### config.mk
export PLATFORM = sky130hd
export DESIGN_NAME = if_fetch_stage
export DESIGN_NICKNAME = d
export VERILOG_FILES = /design/src/rtl/cpu_pkg.sv /design/src/rtl/if_id_reg.sv /design/src/rtl/if_fetch_stage.sv
export SDC_FILE = /design/constraint.sdc
export NUM_CORES = 1
export LEC_CHECK = 0
export BUFFER_PORTS_ARGS = -buffer_cell sky130_fd_sc_hd__clkbuf_2
export CAP_MARGIN = 15
export CORE_MARGIN = 2
export CORE_UTILIZATION = 52
export CTS_CLUSTER_DIAMETER = 50
export DETAILED_ROUTE_END_ITERATION = 6
export HOLD_SLACK_MARGIN = 0.03
export PLACE_DENSITY_LB_ADDON = 0.25
export SYNTH_ARGS = -nofsm -noshare
export SYNTH_HDL_FRONTEND = slang
export SYNTH_HIERARCHICAL = 1
export SYNTH_SLANG_ARGS = --single-unit
### constraint.sdc
create_clock -name clk -period 2.9 [get_ports clk]
set_clock_uncertainty 0.1 [all_clocks]
set_input_delay 0.145 -clock clk [delete_from_list [all_inputs] [get_ports clk]]
set_output_delay 0.145 -clock clk [all_outputs]
set_load 0.05 [all_outputs]
### src/rtl/cpu_pkg.sv
// Shared definitions for the fetch stage: reset/bubble constants, instruction
// field positions and the fetch FSM state encoding.
package cpu_pkg;

    localparam logic [31:0] CPU_RESET_PC  = 32'h0000_0000;
    localparam logic [31:0] CPU_NOP_INSTR = 32'h0000_0000;

    localparam int OPCODE_MSB = 31;
    localparam int OPCODE_LSB = 26;
    localparam int RS_MSB     = 25;
    localparam int RS_LSB     = 21;
    localparam int RT_MSB     = 20;
    localparam int RT_LSB     = 16;

    // RUN: normal fetch; REDIR: redirect accepted during a miss, waiting for it to finish
    localparam logic [0:0] FS_RUN   = 1'b0;
    localparam logic [0:0] FS_REDIR = 1'b1;

endpackage

### src/rtl/if_id_reg.sv
// IF/ID pipeline register: write enable, flush to bubble, asynchronous reset.
// Flush wins over write enable; PC4 holds on flush since a bubble's PC4 is don't-care.
module if_id_reg
    import cpu_pkg::*;
#(
    parameter logic [31:0] NOP_INSTR = CPU_NOP_INSTR
) (
    input  logic        clk,
    input  logic        rst_n,
    input  logic        we_i,
    input  logic        flush_i,
    input  logic [31:0] pc4_i,
    input  logic [31:0] instr_i,
    output logic [31:0] pc4_o,
    output logic [31:0] instr_o,
    output logic        valid_o
);

    logic [31:0] pc4_q, pc4_d;
    logic [31:0] instr_q, instr_d;
    logic        valid_q, valid_d;

    always_comb begin
        pc4_d   = pc4_q;
        instr_d = instr_q;
        valid_d = valid_q;
        if (flush_i) begin
            instr_d = NOP_INSTR;
            valid_d = 1'b0;
        end else if (we_i) begin
            pc4_d   = pc4_i;
            instr_d = instr_i;
            valid_d = 1'b1;
        end
    end

    always_ff @(posedge clk or negedge rst_n) begin
        if (!rst_n) begin
            pc4_q   <= 32'h0000_0000;
            instr_q <= NOP_INSTR;
            valid_q <= 1'b0;
        end else begin
            pc4_q   <= pc4_d;
            instr_q <= instr_d;
            valid_q <= valid_d;
        end
    end

    assign pc4_o   = pc4_q;
    assign instr_o = instr_q;
    assign valid_o = valid_q;

endmodule

### src/rtl/if_fetch_stage.sv
// MIPS instruction fetch: PC, next-PC selection, miss/redirect FSM and IF/ID register.
// Define IF_PERF_CNT_EN to add the perf_fetched/perf_miss_cycles/perf_flushes counters.
module if_fetch_stage
    import cpu_pkg::*;
#(
    parameter logic [31:0] RESET_PC  = CPU_RESET_PC,
    parameter logic [31:0] NOP_INSTR = CPU_NOP_INSTR
) (
    input  logic        clk,
    input  logic        rst_n,
    input  logic        PCWrite,
    input  logic        IFIDWrite,
    input  logic        branch_taken,
    input  logic [31:0] branch_target,
    input  logic        jump,
    input  logic [31:0] jump_target,
    output logic        ICACHE_ren,
    output logic [29:0] ICACHE_addr,
    input  logic [31:0] ICACHE_rdata,
    input  logic        ICACHE_stall,
    output logic        fetch_stall,
    output logic [31:0] IFID_PC4,
    output logic [31:0] IFID_instr,
    output logic        IFID_valid,
    output logic [5:0]  IFID_opcode,
    output logic [4:0]  IFID_Rs,
    output logic [4:0]  IFID_Rt,
    output logic [0:0]  fetch_state_dbg
`ifdef IF_PERF_CNT_EN
    ,
    output logic [31:0] perf_fetched,
    output logic [31:0] perf_miss_cycles,
    output logic [31:0] perf_flushes
`endif
);

    logic [31:0] pc_q, pc_d;
    logic [31:0] tgt_q, tgt_d;
    logic [0:0]  state_q, state_d;

    logic        redirect_req;
    logic [31:0] sel_target;
    logic [31:0] pc_plus4;
    logic        ifid_we;
    logic        ifid_flush;

    // A redirect with PCWrite=0 is dropped: branch operands are stale during a load-use stall
    assign redirect_req = PCWrite & (branch_taken | jump);
    assign sel_target   = (branch_taken ? branch_target : jump_target) & 32'hFFFF_FFFC;
    assign pc_plus4     = pc_q + 32'd4;

    always_comb begin
        state_d    = state_q;
        pc_d       = pc_q;
        tgt_d      = tgt_q;
        ifid_we    = 1'b0;
        ifid_flush = 1'b0;
        if (state_q == FS_REDIR) begin
            // The outstanding miss always completes; its data is discarded
            if (!ICACHE_stall) begin
                pc_d       = tgt_q;
                ifid_flush = 1'b1;
                state_d    = FS_RUN;
            end
        end else if (ICACHE_stall) begin
            if (redirect_req) begin
                tgt_d   = sel_target;
                state_d = FS_REDIR;
            end
        end else if (redirect_req) begin
            pc_d       = sel_target;
            ifid_flush = 1'b1;
        end else begin
            if (PCWrite) begin
                pc_d = pc_plus4;
            end
            ifid_we = IFIDWrite;
        end
    end

    always_ff @(posedge clk or negedge rst_n) begin
        if (!rst_n) begin
            pc_q    <= RESET_PC;
            tgt_q   <= 32'h0000_0000;
            state_q <= FS_RUN;
        end else begin
            pc_q    <= pc_d;
            tgt_q   <= tgt_d;
            state_q <= state_d;
        end
    end

    if_id_reg #(
        .NOP_INSTR (NOP_INSTR)
    ) u_if_id_reg (
        .clk     (clk),
        .rst_n   (rst_n),
        .we_i    (ifid_we),
        .flush_i (ifid_flush),
        .pc4_i   (pc_plus4),
        .instr_i (ICACHE_rdata),
        .pc4_o   (IFID_PC4),
        .instr_o (IFID_instr),
        .valid_o (IFID_valid)
    );

    assign ICACHE_ren      = rst_n;
    assign ICACHE_addr     = pc_q[31:2];
    assign fetch_stall     = ICACHE_stall;
    assign IFID_opcode     = IFID_instr[OPCODE_MSB:OPCODE_LSB];
    assign IFID_Rs         = IFID_instr[RS_MSB:RS_LSB];
    assign IFID_Rt         = IFID_instr[RT_MSB:RT_LSB];
    assign fetch_state_dbg = state_q;

`ifdef IF_PERF_CNT_EN
    logic [31:0] fetched_q, miss_q, flushes_q;

    always_ff @(posedge clk or negedge rst_n) begin
        if (!rst_n) begin
            fetched_q <= 32'h0000_0000;
            miss_q    <= 32'h0000_0000;
            flushes_q <= 32'h0000_0000;
        end else begin
            fetched_q <= fetched_q + {31'd0, ifid_we};
            miss_q    <= miss_q + {31'd0, ICACHE_stall};
            flushes_q <= flushes_q + {31'd0, ifid_flush};
        end
    end

    assign perf_fetched     = fetched_q;
    assign perf_miss_cycles = miss_q;
    assign perf_flushes     = flushes_q;
`endif

endmodule

==> results of run 1 <==
## critical path, stage by stage (launching register included)
cell and delay, ps:
dfrtp_1 470, ha_1 380, nand2_1 130, nor3_2 470, nand4_2 210, or4_1 540
o211ai_1 110
## metal layers
| metal | part of all wire [%] | GRT usage [%] | routed length (um) | vias up |
|---|---|---|---|---|
| li1 | - | - | - | 2861 |
| met1 | 41 | 36.9 | 8040 | 2936 |
| met2 | 48 | 46.5 | 9340 | 355 |
| met3 | 8.7 | 7.85 | 1680 | 36 |
| met4 | 1.7 | 8.06 | 334 | 0 |
| met5 | 0 | 0 | 0 | - |
## stage by stage
stage          worst slack [ps]  total power, mW  hold slack [ps]
6_report                    394             7.78             96.7
5_1_grt                     271             8.13             80.7
3_3_place_gp                562             5.52             66.6
4_1_cts                     434             7.79             62.5
2_1_floorplan               456             4.83             -251
3_5_place_dp                472             5.58             75.1
## cell usage after synthesis (2+ instances only)
library cell / instances / area (sq um)
nor3_1: 18 / 90.1
o31a_1: 2 / 17.5
mux2i_1: 63 / 631
nor4_1: 2 / 12.5
and3_1: 8 / 50.1
or4_1: 8 / 60.1
mux2_4: 30 / 450
xnor2_1: 20 / 175
a211oi_1: 6 / 45.0
clkbuf_1: 24 / 90.1
inv_1: 3 / 11.3
o31ai_1: 6 / 45.0
nand4_1: 10 / 62.6
o2bb2ai_1: 3 / 26.3
dfrtp_1: 126 / 3150
and2_1: 6 / 37.5
nand2b_1: 2 / 12.5
o21ai_0: 22 / 110
buf_2: 7 / 35.0
buf_6: 5 / 56.3
buf_4: 20 / 150
a21oi_1: 53 / 265
nand2_1: 45 / 169
mux2_2: 3 / 33.8
nor3_2: 2 / 20.0
nand3_1: 27 / 135
a31oi_1: 5 / 31.3
buf_1: 5 / 18.8
o211ai_1: 5 / 37.5
xor2_1: 8 / 70.1
nor2_1: 83 / 312
## where the power goes
part | internal [mW] | switching [mW]
logic | 0.956 | 2.12
registers | 2.20 | 0.424
clock network | 1.32 | 0.754
## path summary, 6_finish.rpt
| kind | to | depth (start not counted) |
|---|---|---|
| setup / recovery | pc_q[22]$_DFFE_PN0P_ | 6 |
| hold / removal | pc_q[15]$_DFFE_PN0P_ | 4 |
| setup reg to reg | pc_q[22]$_DFFE_PN0P_ | 6 |
| hold reg to reg | u_if_id_reg/valid_o$_DFFE_PN0P_ | 2 |
| max in group asynchronous | fetch_state_dbg$_DFF_PN0_ | 3 |
| min in group asynchronous | tgt_q[18]$_DFFE_PN0P_ | 2 |
## sequential cells by signal (all words and copies together) (netlist names)
name and count:
fetch_state_dbg 1, u_if_id_reg/valid_o 1, u_if_id_reg/instr_o 32, pc_q 30, u_if_id_reg/pc4_o 32, tgt_q 30
## kinds of logic (layout without fill, tap and decap cells)
kind of cell | count (synthesis) | count (layout) | share of synthesized area, %
adder cells (fa/ha/maj) | 1 | 1 | 0.186
AO/OA/AOI/OAI | 114 | 114 | 10.1
XOR/XNOR | 28 | 28 | 3.64
AND/OR/NAND/NOR | 227 | 227 | 16.9
buffers and inverters | 67 | 352 | 5.83
other | 1 | 2 | 0.0556
multiplexers | 96 | 96 | 16.5
flip-flops | 126 | 126 | 46.8
## layout make-up
cell class	count	area (sq um)	area share, %
multi-input combinational	468	3210	34.6
clock inverter	11	115	1.24
timing repair buffer	317	2110	22.7
tap	172	215	2.32
inverter	3	11.3	0.121
clock buffer	21	470	5.07
sequential	126	3150	34.0
==> summary.md, run 1 <==
| Metric | Value |
|---|---|
| GRT Util Overall | `28.3%` |
| Max transition margin | `30.2%` |
| Worst Hold Class | `input port to register` |
| Layout cell share with drive strength beyond 1 | `32.9%` |
| Die area | `0.0139 sq mm` |
| Placer Congestion | `0.866` |
| Post-synthesis cell count | `660` |
| Via density | `5.53` |
| Final Hold Fails | `0` |
| FMAX | `399 MHz` |
| CTS tree | `yes` |
| CP arrival | `2730 ps` |
| Core area | `0.0126 sq mm` |
| Max Cap Viol | `0` |
| R2R Setup Slk | `390 ps` |
| Clk sinks | `126` |
| Pins Over Slew Limit | `0` |
| Power per cell area | `838 mW/mm^2` |
| Final HPWL DP | `12200 um` |
| CTS root buf | `clkbuf_16` |
| First-pass GRT wire length | `31800 um` |
| Via count | `6188` |
| Inst Count DP | `994` |
| Unrepaired setup endpoints after global routing | `no` |
| WL/cell | `17.3 um` |
| GRT overflow | `0` |
| Clock Path Buffers | `2` |
| Crit path from | `pc_q[2]$_DFFE_PN0P_` |
| Total leakage power | `4.40 nW` |
| Clk_lat worst skew | `400 ps` |
| Area delta synth->final | `37.7%` |
| Drt pass-1 iters | `6` |
| Cell area after layout | `0.00928 sq mm` |
| Dominant synthesized flop cell | `dfrtp_1` |
| Startpoint Class | `register` |
| Initial antenna violation count | `0` |
| Worst path required time | `3120 ps` |
| Most common cell after layout, fill and taps aside | `clkbuf_2` |
| Post-CTS setup buffer count | `0` |
| Hold_buf cts | `92` |
| Synth unique cells | `64` |
| DRC Markers | `0` |
| Ant diodes | `0` |
| Mapped Area | `0.00674 sq mm` |
| Number of global-route vias before repair | `6115` |
| Post-synth EDFFs | `0` |
| Status | `finished clean` |
| Worst slew pin tran | `1050 ps` |
| CTS Buf Count | `17` |
| Hold_sp | `branch_target[15]` |
| Commonest non-fill, non-tap cells in the layout | `clkbuf_2 (211), dfrtp_1 (125), dlygate4sd3_1 (92)` |
| Rows | `41` |
| Area post-placement | `0.00778 sq mm` |
| Async SR Flop Fraction | `100%` |
| Minimum clock period | `2510 ps` |
| Antenna Violating Nets Remaining | `0` |
| Fillers | `898` |
| Setup-failing EPs final | `0` |
| Final period util | `86.4%` |
| Num ports | `217` |
| Max H-tree Level | `4` |
| Setup TNS | `0 ps` |
| Initial core utilization | `53.4%` |
| Syn Area/Cell | `10.2 sq um` |
| Yosys warns | `6` |
| FF+latch count, synth | `126` |
| Max IR drop VDD | `0.000498 V` |
| Sequential share of the synthesized area | `46.8%` |
| Crit Path Category | `register to register` |
| Die Wd | `118 um` |
| Critical Path End Type | `register` |
| RR Startpoint | `pc_q[2]$_DFFE_PN0P_` |
| Clock Pin Slew Worst Setup and Hold Paths | `60 ps` |
| Largest net degree at the start of global routing | `85` |
| Wirelength, routed | `19400 um` |
| DIE HEIGHT | `118 um` |
| IO Port Bufs | `212` |
| Final Util | `73.6%` |
| CP max FO | `7` |
| Post_cts resized | `0` |
| Initial DRC count | `524` |
| Fin cells | `1118` |
| Nets | `1037` |
Note: power is estimated with default switching activity, not from simulation.
==> run 2, diff against run 1 <==
==> constraint.sdc (replaced) <==
create_clock -name clk -period 2.9 [get_ports clk]
set_clock_uncertainty 0.1 [all_clocks]
set_input_delay 0.58 -clock clk [delete_from_list [all_inputs] [get_ports clk]]
set_output_delay 0.58 -clock clk [all_outputs]
set_load 0.05 [all_outputs]
==> run 2 against run 1 <==
The run now ends with DRC left. Worst setup slack better by 30 ps. Routed wire length shrank 11%. Via count shrank 9.1%. Clock power up 8%. Total power is 0.36% higher. Largest cell class unchanged. Maximum frequency is 1.2% higher. Final cell count is 8.1% lower.
==> summary.md, run 2 (same netlist as run 1, synthesis figures left out) <==
| Metric | Value |
|---|---|
| Crit Path Category | `register to register` |
| Wirelength, routed | `17200 um` |
| CP delay by family, top | `simple AND/OR/NAND/NOR gates` |
| Worst slew pin tran | `1020 ps` |
| First-pass GRT wire length | `28000 um` |
| Max IR drop VDD | `0.000537 V` |
| Minimum clock period | `2480 ps` |
| Core area | `0.0126 sq mm` |
| Die Wd | `118 um` |
| Drt pass-1 iters | `7` |
| CTS tree | `yes` |
| Worst path required time | `3150 ps` |
| Antenna Violating Nets Remaining | `0` |
| Initial DRC count | `470` |
| GRT Util Overall | `25.1%` |
| Initial core utilization | `53.4%` |
| Total leakage power | `4.05 nW` |
| FMAX | `404 MHz` |
| Layout cell share with drive strength beyond 1 | `36.6%` |
| Max stage delay on crit path | `540 ps` |
| DIE HEIGHT | `118 um` |
| Placer Congestion | `0.880` |
| Max transition margin | `31.7%` |
| Clk sinks | `126` |
| IO Port Bufs | `212` |
| CP arrival | `2720 ps` |
| Clock Path Buffers | `2` |
| CP max FO | `7` |
| Rows | `41` |
| Setup TNS | `0 ps` |
| DRC Markers | `1` |
| CTS root buf | `clkbuf_16` |
| GRT overflow | `0` |
| Post-CTS setup buffer count | `0` |
| Clk_lat worst skew | `410 ps` |
| Bufs and invs on worst path | `0` |
| Via density | `5.48` |
| Number of global-route vias before repair | `5310` |
| Power per cell area | `928 mW/mm^2` |
| Initial antenna violation count | `0` |
| Worst Hold Class | `input port to asynchronous set/reset pin` |
| Unrepaired setup endpoints after global routing | `no` |
| Critical Path End Type | `register` |
| Largest net degree at the start of global routing | `127` |
| Nets | `946` |
| Failing checks | `DRC` |
| Clock Pin Slew Worst Setup and Hold Paths | `60 ps` |
| Startpoint Class | `register` |
| Fillers | `1031` |
| Pins Over Slew Limit | `0` |
| Via count | `5623` |
| WL/cell | `16.7 um` |
| Commonest non-fill, non-tap cells in the layout | `clkbuf_2 (211), dfrtp_1 (125), nor2_1 (82)` |
| CP cell instances | `ha_1 -> nand2_1 -> nor3_2 -> nand3_1 -> or4_1 -> nand4_1` |
| Slowest cell on the critical path | `or4_1` |
| Power Total | `7.81 mW` |
| Ant diodes | `0` |
| Cell area after layout | `0.00842 sq mm` |
| Die area | `0.0139 sq mm` |
| Num ports | `217` |
| Final HPWL DP | `12300 um` |
| Hold_buf cts | `0` |
| Most common cell after layout, fill and taps aside | `clkbuf_2` |
| Max Cap Viol | `0` |
| Setup-failing EPs final | `0` |
| Max H-tree Level | `4` |
| Post_cts resized | `0` |
| Area delta synth->final | `24.9%` |
| Area post-placement | `0.00778 sq mm` |
| Final period util | `85.4%` |
| Status | `complete, but fails checks` |
| Final Hold Fails | `0` |
| CTS Buf Count | `17` |
[run 2: cell types whose count changed in the layout (fill, tap and decap cells not counted), sizes merged]
cell         previous run  this run
buf                    14        15
bufinv                  2         4
clkinv                  5         8
clkinvlp                4         1
inv                     3         4
clkbuf                232       229
dlygate4sd3            92         0
[run 2: layer usage]
layer	routed length, um	global-route usage [%]	up-vias
met3	1340	6.01	22
met5	0	0	-
li1	-	-	2679
met4	200	5.87	0
met1	7650	35.9	2652
met2	7990	38.9	270
[run 2: final timing paths]
kind / slack, ps / end / depth (start not counted) / startpoint
max in group asynchronous: 1980 / u_if_id_reg/pc4_o[22]$_DFFE_PN0P_ / 2 / rst_n
worst min register to register: 400 / u_if_id_reg/valid_o$_DFFE_PN0P_ / 2 / u_if_id_reg/valid_o$_DFFE_PN0P_
worst max-delay path: 420 / pc_q[26]$_DFFE_PN0P_ / 6 / pc_q[2]$_DFFE_PN0P_
min in group clk: 320 / u_if_id_reg/instr_o[24]$_DFFE_PN0P_ / 3 / ICACHE_rdata[24]
worst max register to register: 420 / pc_q[26]$_DFFE_PN0P_ / 6 / pc_q[2]$_DFFE_PN0P_
worst min-delay path: 180 / tgt_q[18]$_DFFE_PN0P_ / 2 / rst_n
[run 2: worst register-to-register path: cells and delay by family (launching register included)]
kind	cells	cell delay, ps
simple gates	5	1450
fa+ha+maj	1	390
flops	1	470
[run 2: stage by stage]
stage | hold slack, ps | utilization (%) | instances | setup WS [ps]
after CTS | 254 | 66.7 | 1027 | 421
after global routing | 269 | 66.7 | 1027 | 252
after global placement | 379 | 61.7 | 995 | 424
after floorplan | 184 | - | 661 | 141
after detailed placement | 392 | 61.7 | 995 | 306
final | 182 | 66.7 | 1027 | 424
[run 2: final cells by class]
type | instances | area (sq um) | share of cell area (%)
clock buffer | 18 | 439 | 5.22
inverter | 3 | 11.3 | 0.134
clock inverter | 14 | 191 | 2.27
multi-input combinational | 468 | 3210 | 38.2
tap | 172 | 215 | 2.56
sequential | 126 | 3150 | 37.5
timing repair buffer | 226 | 1190 | 14.2
[run 2: where the power goes]
| part | switching, mW | internal, mW |
|---|---|---|
| clock | 0.783 | 1.46 |
| combinational | 2.09 | 0.865 |
| sequential | 0.408 | 2.20 |
| total | 3.28 | 4.53 |
